$ cat config.mk
export PLATFORM = sky130hd
export DESIGN_NAME = serial_det_arbiter
export DESIGN_NICKNAME = d
export VERILOG_FILES = /design/src/rtl/serial_det_arbiter.sv
export SDC_FILE = /design/constraint.sdc
export NUM_CORES = 1
export LEC_CHECK = 0
export ABC_AREA = 1
export CAP_MARGIN = 30
export CORE_MARGIN = 5
export CORE_UTILIZATION = 45
export DETAILED_ROUTE_END_ITERATION = 8
export GPL_TIMING_DRIVEN = 1
export PLACE_DENSITY = 0.72
export SLEW_MARGIN = 30
export SYNTH_ARGS = -nofsm -noshare
export SYNTH_HDL_FRONTEND = slang
export SYNTH_SLANG_ARGS = --single-unit
$ cat constraint.sdc
create_clock -name clock -period 3.7 [get_ports clock]
set_input_delay 0.555 -clock clock [delete_from_list [all_inputs] [get_ports clock]]
set_output_delay 0.555 -clock clock [all_outputs]
set_load 0.03 [all_outputs]
$ cat src/rtl/serial_det_arbiter.sv
// Round-robin sequencer sharing one serial sequence detector between N_REQ requesters.
// Each grant clears the detector, shifts a word in MSB-first and returns the hit mask/count.
module serial_det_arbiter #(
    parameter int unsigned N_REQ  = 2,
    parameter int unsigned WORD_W = 8,
    parameter int unsigned CNT_W  = 4,
    localparam int unsigned ID_W  = (N_REQ > 1) ? $clog2(N_REQ) : 1
) (
    input  logic                      clock,
    input  logic                      reset,
    input  logic [N_REQ-1:0]          req,
    input  logic [N_REQ*WORD_W-1:0]   data_in,
    output logic [N_REQ-1:0]          gnt,
    output logic                      busy,
    output logic                      det_reset_n,
    output logic                      x_out,
    input  logic                      y_in,
    output logic                      done,
    output logic [ID_W-1:0]           done_id,
    output logic [CNT_W-1:0]          hit_count,
    output logic [WORD_W-1:0]         hit_mask
);

    localparam int unsigned BIT_W = (WORD_W > 1) ? $clog2(WORD_W) : 1;

    typedef enum logic [1:0] {
        ST_IDLE  = 2'd0,
        ST_CLEAR = 2'd1,
        ST_SHIFT = 2'd2,
        ST_DONE  = 2'd3
    } state_t;

    state_t              state_q, state_nxt;
    logic [ID_W-1:0]     ptr_q, ptr_nxt;
    logic [ID_W-1:0]     sel_q, sel_nxt;
    logic [WORD_W-1:0]   sreg_q, sreg_nxt;
    logic [BIT_W-1:0]    bit_q, bit_nxt;
    logic [CNT_W-1:0]    acc_cnt_q, acc_cnt_nxt;
    logic [WORD_W-1:0]   acc_mask_q, acc_mask_nxt;

    logic                pick_found;
    logic [ID_W-1:0]     pick_idx;
    logic [ID_W-1:0]     cand;
    logic                bit_last;

    logic [N_REQ-1:0]    gnt_nxt;
    logic                busy_nxt;
    logic                det_reset_n_nxt;
    logic                x_out_nxt;
    logic                done_nxt;
    logic [ID_W-1:0]     done_id_nxt;
    logic [CNT_W-1:0]    hit_count_nxt;
    logic [WORD_W-1:0]   hit_mask_nxt;

    assign bit_last = (bit_q == BIT_W'(WORD_W - 1));

    // Round-robin pick: first set request searching upward from ptr+1.
    always_comb begin
        pick_found = 1'b0;
        pick_idx   = '0;
        cand       = '0;
        for (int unsigned k = 1; k <= N_REQ; k++) begin
            cand = ID_W'((32'(ptr_q) + k) % N_REQ);
            if (!pick_found && req[cand]) begin
                pick_found = 1'b1;
                pick_idx   = cand;
            end
        end
    end

    always_ff @(posedge clock) begin
        if (reset) begin
            state_q <= ST_IDLE;
        end else begin
            state_q <= state_nxt;
        end
    end

    always_comb begin
        state_nxt = state_q;
        case (state_q)
            ST_IDLE:  if (pick_found) state_nxt = ST_CLEAR;
            ST_CLEAR: state_nxt = ST_SHIFT;
            ST_SHIFT: if (bit_last) state_nxt = ST_DONE;
            ST_DONE:  state_nxt = ST_IDLE;
            default:  state_nxt = ST_IDLE;
        endcase
    end

    // Datapath and next values of the registered outputs.
    always_comb begin
        ptr_nxt       = ptr_q;
        sel_nxt       = sel_q;
        sreg_nxt      = sreg_q;
        bit_nxt       = bit_q;
        acc_cnt_nxt   = acc_cnt_q;
        acc_mask_nxt  = acc_mask_q;
        done_nxt      = 1'b0;
        done_id_nxt   = done_id;
        hit_count_nxt = hit_count;
        hit_mask_nxt  = hit_mask;
        case (state_q)
            ST_IDLE: begin
                if (pick_found) begin
                    sel_nxt      = pick_idx;
                    sreg_nxt     = data_in[32'(pick_idx)*WORD_W +: WORD_W];
                    bit_nxt      = '0;
                    acc_cnt_nxt  = '0;
                    acc_mask_nxt = '0;
                end
            end
            ST_SHIFT: begin
                sreg_nxt     = {sreg_q[WORD_W-2:0], 1'b0};
                bit_nxt      = bit_q + BIT_W'(1);
                acc_mask_nxt = {acc_mask_q[WORD_W-2:0], y_in};
                acc_cnt_nxt  = acc_cnt_q + CNT_W'(y_in);
                if (bit_last) begin
                    done_nxt      = 1'b1;
                    done_id_nxt   = sel_q;
                    hit_count_nxt = acc_cnt_nxt;
                    hit_mask_nxt  = acc_mask_nxt;
                end
            end
            ST_DONE: ptr_nxt = sel_q;
            default: ;
        endcase

        gnt_nxt         = (state_nxt == ST_IDLE) ? '0 : (N_REQ'(1) << sel_nxt);
        busy_nxt        = (state_nxt != ST_IDLE);
        det_reset_n_nxt = (state_nxt != ST_CLEAR);
        x_out_nxt       = (state_nxt == ST_SHIFT) && sreg_nxt[WORD_W-1];
    end

    always_ff @(posedge clock) begin
        if (reset) begin
            ptr_q       <= ID_W'(N_REQ - 1);
            sel_q       <= '0;
            sreg_q      <= '0;
            bit_q       <= '0;
            acc_cnt_q   <= '0;
            acc_mask_q  <= '0;
            gnt         <= '0;
            busy        <= 1'b0;
            det_reset_n <= 1'b0;
            x_out       <= 1'b0;
            done        <= 1'b0;
            done_id     <= '0;
            hit_count   <= '0;
            hit_mask    <= '0;
        end else begin
            ptr_q       <= ptr_nxt;
            sel_q       <= sel_nxt;
            sreg_q      <= sreg_nxt;
            bit_q       <= bit_nxt;
            acc_cnt_q   <= acc_cnt_nxt;
            acc_mask_q  <= acc_mask_nxt;
            gnt         <= gnt_nxt;
            busy        <= busy_nxt;
            det_reset_n <= det_reset_n_nxt;
            x_out       <= x_out_nxt;
            done        <= done_nxt;
            done_id     <= done_id_nxt;
            hit_count   <= hit_count_nxt;
            hit_mask    <= hit_mask_nxt;
        end
    end

endmodule
* Word level (Yosys, flattened, before mapping)
Cells that the tools add are included.
** Storage, ports and cells
- Output and inout bits :: 19
- Memories :: 0
- Register bits :: 45
- Bits in latches :: 0
- Bits of input ports :: 21
- Bits in read-only memories :: 0
- RAM bits :: 0
- Logic and storage cells :: 65
** Cells by class
- Shifts and indexed selects :: 2
- Equality and inequality tests :: 7
- Multiplexer cells :: 22
- $add $sub $neg :: 4
- Reductions and logical operators :: 11
- Div/mod/pow operators :: 0
- Magnitude comparators :: 2
- Multiply operators :: 0
- Bitwise gates (word level) :: 1
** Operator list (number)
- case mux 8 bit (2 select lines) :: 1
- variable part select 16 x 5 -> 8 bit :: 1
- case mux 7 bit (2 select lines) :: 1
- 2-to-1 mux 1 bit :: 11
- 2-to-1 mux 8 bit :: 1
- case mux 2 bit (4 select lines) :: 1
- case mux 4 bit (2 select lines) :: 1
- 2-to-1 mux 7 bit :: 1
- equality test 2 bit, second input constant :: 3
- case mux 3 bit (2 select lines) :: 1
- adder 4 x 1 -> 4 bit :: 1
- logical NOT 2 bit :: 2
- < comparator 1 x 2 -> 1 bit, second input constant :: 2
- 2-to-1 mux 2 bit :: 2
- 2-to-1 mux 4 bit :: 1
- AND reduction 2 bit :: 2
- nonzero test 2 bit :: 2
- OR reduction 2 bit :: 2
- adder 3 x 1 -> 3 bit, second input constant :: 1
- equality test 3 bit, second input constant :: 1
- 2-to-1 mux 3 bit :: 1
- adder 1 bit, second input constant :: 2
- equality test 2 x 1 -> 1 bit, second input constant :: 1
- logical AND 1 bit :: 2
- other kinds (5) :: 5

* Longest topological paths before layout
- Depth after elaboration :: 11
- Mapped depth :: 10
- Gate-level depth less buffers :: 9

* Least setup slack after synthesis
OpenSTA, ideal clock, no wires.
- Path type :: reg-to-reg
- Start :: reg state_q[0]
- End :: reg sreg_q[4]
- Stages on the path, launching flop included :: 10
- Arrival :: 1267 ps
- Buffers on the path :: 1
- Library setup time :: 128 ps
- Path slack :: 2305 ps
- Data required time :: 3572 ps
- Cell sequence :: dfxtp_1 > inv_1 > ha_1 > nor2_1 > a21oi_2 > buf_4 > nand3_1 > nand2_1 > nor2_1 > nor2_1
** Between the ends
- Word-level cells in the longest chain between the ends :: 3
- Elaborated cells between the ends (all ways) :: 6
** Ends and longest elaborated chain
- start: declaration :: RTL line 33 : state_t state_q, state_nxt;
- start signal: assignment :: RTL line 75 : state_q <= state_nxt;
- equality test 2 bit or logical NOT 2 bit (tied branches) :: RTL line 102 : case (state_q)
- nonzero test 2 bit (no source line) or inequality test 2 bit (tied branches)
- AND reduction 2 bit (no source line)
- end signal: assignment :: RTL line 153 : sreg_q <= sreg_nxt;
- end: declaration :: RTL line 36 : logic [WORD_W-1:0] sreg_q, sreg_nxt;
Parallel ways exist; a longest one is shown, timed or not.
A chain may end at the register's enable or synchronous reset.

* Worst setup path in the final report
- Start :: reg state_q[0]
- End :: reg acc_mask_q[6]
** Between the ends
- Word-level cells in the longest chain between the ends :: 3
- Elaborated cells between the ends (all ways) :: 6
** Ends and longest elaborated chain
- equality test 2 bit or logical NOT 2 bit (tied branches) :: RTL line 102
- nonzero test 2 bit (no source line) or inequality test 2 bit (tied branches)
- AND reduction 2 bit (no source line)
- end signal: assignment :: RTL line 156 : acc_mask_q <= acc_mask_nxt;
- end: declaration :: RTL line 39 : logic [WORD_W-1:0] acc_mask_q, acc_mask_nxt;
Parallel ways exist; a longest one is shown, timed or not.

==> qor.json <==
{
  "clock_network": {
    "clockRootBuffer": "sky130_fd_sc_hd__clkbuf_8",
    "tritoncts": "built",
    "htree_num_levels": 2,
    "clock_path_buffers": 2,
    "numCtsBuffers": 5,
    "worst_setup_hold_path_clk_slew_ps": 80,
    "cts.sink_count": 45,
    "postCtsResizedCells": 0,
    "hold_buffers": 0,
    "post_cts_setup_buffers": 0,
    "clock_insertion_delay_worst_skew_ps": 300
  },
  "placement": {
    "hpwlAfterDp_mm": 2.72,
    "port_buffers": 39,
    "finalWeightedCongestion": 0.793
  },
  "die": {
    "die_area_mm2": 0.00555,
    "core.rowCount": 23,
    "die_x_um": 74.5,
    "floorplan.initialDensity": 0.465,
    "ioPinCount": 40,
    "die_height_um": 74.5,
    "design.core.area_mm2": 0.00403
  },
  "synthesis": {
    "synth_top_area_frac": 0.481,
    "synthesis.area_mm2": 0.00187,
    "yosys_warnings": 0,
    "synth_edf_count": 0,
    "async_reset_ff_frac": 0,
    "synth_area_per_cell_um2": 7.70,
    "postSynth.topFlopCell": "sky130_fd_sc_hd__dfxtp_1",
    "sequential_to_total_area_share_from_yosys_stat": 0.481,
    "ys_top_cells_by_count": "sky130_fd_sc_hd__dfxtp_1 (45), sky130_fd_sc_hd__nand2_1 (44), sky130_fd_sc_hd__nand3_1 (28)",
    "synth_top_cell_by_area": "sky130_fd_sc_hd__dfxtp_1",
    "netlist_instances": 243,
    "synthDistinctLibCells": 22,
    "synth_nets": 271,
    "post-synth-top-count-cell": "sky130_fd_sc_hd__dfxtp_1",
    "yosys-top-cells-area": "sky130_fd_sc_hd__dfxtp_1 (48%), sky130_fd_sc_hd__nand2_1 (8.8%), sky130_fd_sc_hd__nand3_1 (7.5%)",
    "yosys_register_bits": 45
  },
  "power_and_ir_drop": {
    "powerDensity_mw_per_mm2": 488,
    "pwr-share-clk": 0.275,
    "total_leakage_power_nw": 1.00,
    "power.share.switching": 0.323,
    "irDropWorstVdd_uv": 275,
    "netSwitchingPower_mw": 0.373,
    "internal_power_mw": 0.782,
    "seqPwrFrac": 0.475,
    "fin_total_pwr_mw": 1.16,
    "share_comb_of_total_power": 0.250
  },
  "route": {
    "avgRoutedWirePerCell_um": 12.0,
    "drc": 0,
    "initial_drt_pass_iterations": 4,
    "ant_nets": 0,
    "routed-via-count": 1632,
    "drt_iter0_drc": 90,
    "post_drt_via_cell_ratio": 4.95,
    "route.final.wire_length_mm": 3.95
  },
  "critical_path": {
    "timing.critical_path.cells": "inv_1 > ha_1 > nor2_1 > a21oi_2 > nand3_1 > a21oi_1",
    "ff2ff_setup_slack_ps": 1310,
    "cp_slowest_cell": "sky130_fd_sc_hd__ha_1",
    "worstRegToRegCells": 6,
    "worstSetupEndpointType": "register",
    "critPathMaxStageDelay_ps": 700,
    "worst_r2r_endpoint": "acc_mask_q[6]$_SDFFE_PP0P_",
    "rr_startpoint": "state_q[0]$_SDFF_PP0_",
    "worstPathBufferInverterCount": 1,
    "crit_arrival_ps": 2610,
    "critical_path.max_fanout": 23,
    "critPathKind": "register to register",
    "critical-path-top-delay-family": "compound AO/OA/AOI/OAI gates",
    "worstSetupStartpointType": "register",
    "worst-endpoint-required_ps": 3920
  },
  "timing": {
    "fin_hold_ws_ps": 474,
    "number_of_max_slew_violations_in_the_final_report": 0,
    "timing.fmax_mhz": 419,
    "final_min_period_over_clock_period": 0.645,
    "final.setup.tns_ps": 0,
    "worst_case_headroom_to_the_max_slew_limit": 0.434,
    "setup-violations-final": 0,
    "finalHoldViolations": 0,
    "period_needed_ps": 2390,
    "tightestPinTransition_ps": 850,
    "post_route_skew_ps": 10.7,
    "rsz_0062_raised_after_global_routing": "no"
  },
  "global_routing": {
    "grt_start_max_net_pins": 27,
    "grt_first_pass_wirelength_mm": 6.54,
    "antenna_found_initial": 0,
    "grt.total_usage": 0.152,
    "global_route.usage.met3": 0.0365,
    "busiest_layer": "met2",
    "grtUsageMet2": 0.243,
    "groute.layer.met1.usage": 0.190,
    "final_global_route_overflow_total": 0,
    "grt_pass1_vias": 1500
  },
  "worst_hold_path": {
    "timing.hold.worst_endpoint": "hit_mask[6]$_SDFFE_PP0P_",
    "hold_depth": 2,
    "hold_class": "register to register",
    "hold_start": "hit_mask[6]$_SDFFE_PP0P_"
  },
  "flow_run": {
    "cap_violations": 0
  },
  "layout": {
    "finish.net_count": 307,
    "synthToLayoutAreaGrowth_pct": 26.5,
    "diodes": 0,
    "ratio_of_cells_with_drive_above_1_in_the_final_layout": 0.0679,
    "fin_util": 0.588,
    "fillerInstances": 390
  },
  "outcome": {
    "result_of_the_run": "finished, final reports clean"
  }
}
[metal layers]
metal | part of all wire | vias to the layer above
met5 | 0 | -
met4 | 0.018 | 0
met3 | 0.037 | 7
met2 | 0.46 | 25
met1 | 0.48 | 736
li1 | - | 864
[power by group through the flow]
stage / registers [mW] / clock network, mW / logic (mW)
after detailed placement: 0.560 / 0 / 0.288
after global routing: 0.555 / 0.347 / 0.321
after CTS: 0.549 / 0.324 / 0.290
after floorplan: 0.582 / 0 / 0.195
final: 0.549 / 0.318 / 0.288
after global placement: 0.560 / 0 / 0.282
[worst min-delay path: stages (launching register included)]
cell and delay, ps:
sky130_fd_sc_hd__dfxtp_1 320, sky130_fd_sc_hd__nand3_1 70, sky130_fd_sc_hd__nand2_1 50
[metrics by stage]
stage	std cells	worst slack, ps	instance area (µm²)
2_1_floorplan	243	2310	1870
3_3_place_gp	322	1400	2270
3_5_place_dp	322	1330	2270
4_1_cts	330	1310	2370
5_1_grt	330	1040	2370
6_report	330	1310	2370
[how the worst max path moves through the flow]
stage | from | end | slack (ps) | cells past startpoint
after floorplan | state_q[0]$_SDFF_PP0_ | sreg_q[4]$_SDFFE_PP0P_ | 2310 | 9
after global placement | req[1] | sreg_q[4]$_SDFFE_PP0P_ | 1400 | 7
after detailed placement | state_q[0]$_SDFF_PP0_ | bit_q[0]$_SDFFE_PP0P_ | 1330 | 7
after CTS | state_q[0]$_SDFF_PP0_ | acc_mask_q[6]$_SDFFE_PP0P_ | 1310 | 6
after global routing | state_q[0]$_SDFF_PP0_ | sreg_q[4]$_SDFFE_PP0P_ | 1040 | 8
final | state_q[0]$_SDFF_PP0_ | acc_mask_q[6]$_SDFFE_PP0P_ | 1310 | 6
[cell type report]
cell class,instances,area [µm²],share of cell area
multi-input combinational,166,832,0.351
tap,50,62.6,0.0264
clock buffer,6,82.6,0.0349
clock inverter,2,13.8,0.00581
inverter,21,78.8,0.0333
sequential,45,901,0.380
timing repair buffer,40,398,0.168
[sequential cells by signal (all words and copies together) (netlist names)]
| name | count |
|---|---|
| ptr_q | 1 |
| acc_mask_q | 7 |
| hit_mask | 8 |
| acc_cnt_q | 4 |
| sreg_q | 8 |
| det_reset_n | 1 |
| busy | 1 |
| state_q | 2 |
| gnt | 2 |
| hit_count | 4 |
| x_out | 1 |
| done | 1 |
| done_id | 1 |
| sel_q | 1 |
| bit_q | 3 |
[cell families after synthesis]
family	count (synthesis)	synth area share
fa+ha+maj	7	0.0468
flops	45	0.481
compound gates	56	0.155
xor+xnor	2	0.00936
buf+inv	32	0.0742
simple gates	101	0.233
[cell usage in the layout, fill, tap and decap left out, types with 3 or more instances in the layout]
cell type                         count
sky130_fd_sc_hd__a21oi_1             26
sky130_fd_sc_hd__clkbuf_8             6
sky130_fd_sc_hd__clkdlybuf4s50_1     39
sky130_fd_sc_hd__dfxtp_1             45
sky130_fd_sc_hd__ha_1                 7
sky130_fd_sc_hd__inv_1               16
sky130_fd_sc_hd__inv_2                3
sky130_fd_sc_hd__nand2_1             44
sky130_fd_sc_hd__nand3_1             28
sky130_fd_sc_hd__nor2_1              24
sky130_fd_sc_hd__o21ai_0              9
sky130_fd_sc_hd__o21ai_1             18
No activity file was read; power rests on OpenSTA's default activity.
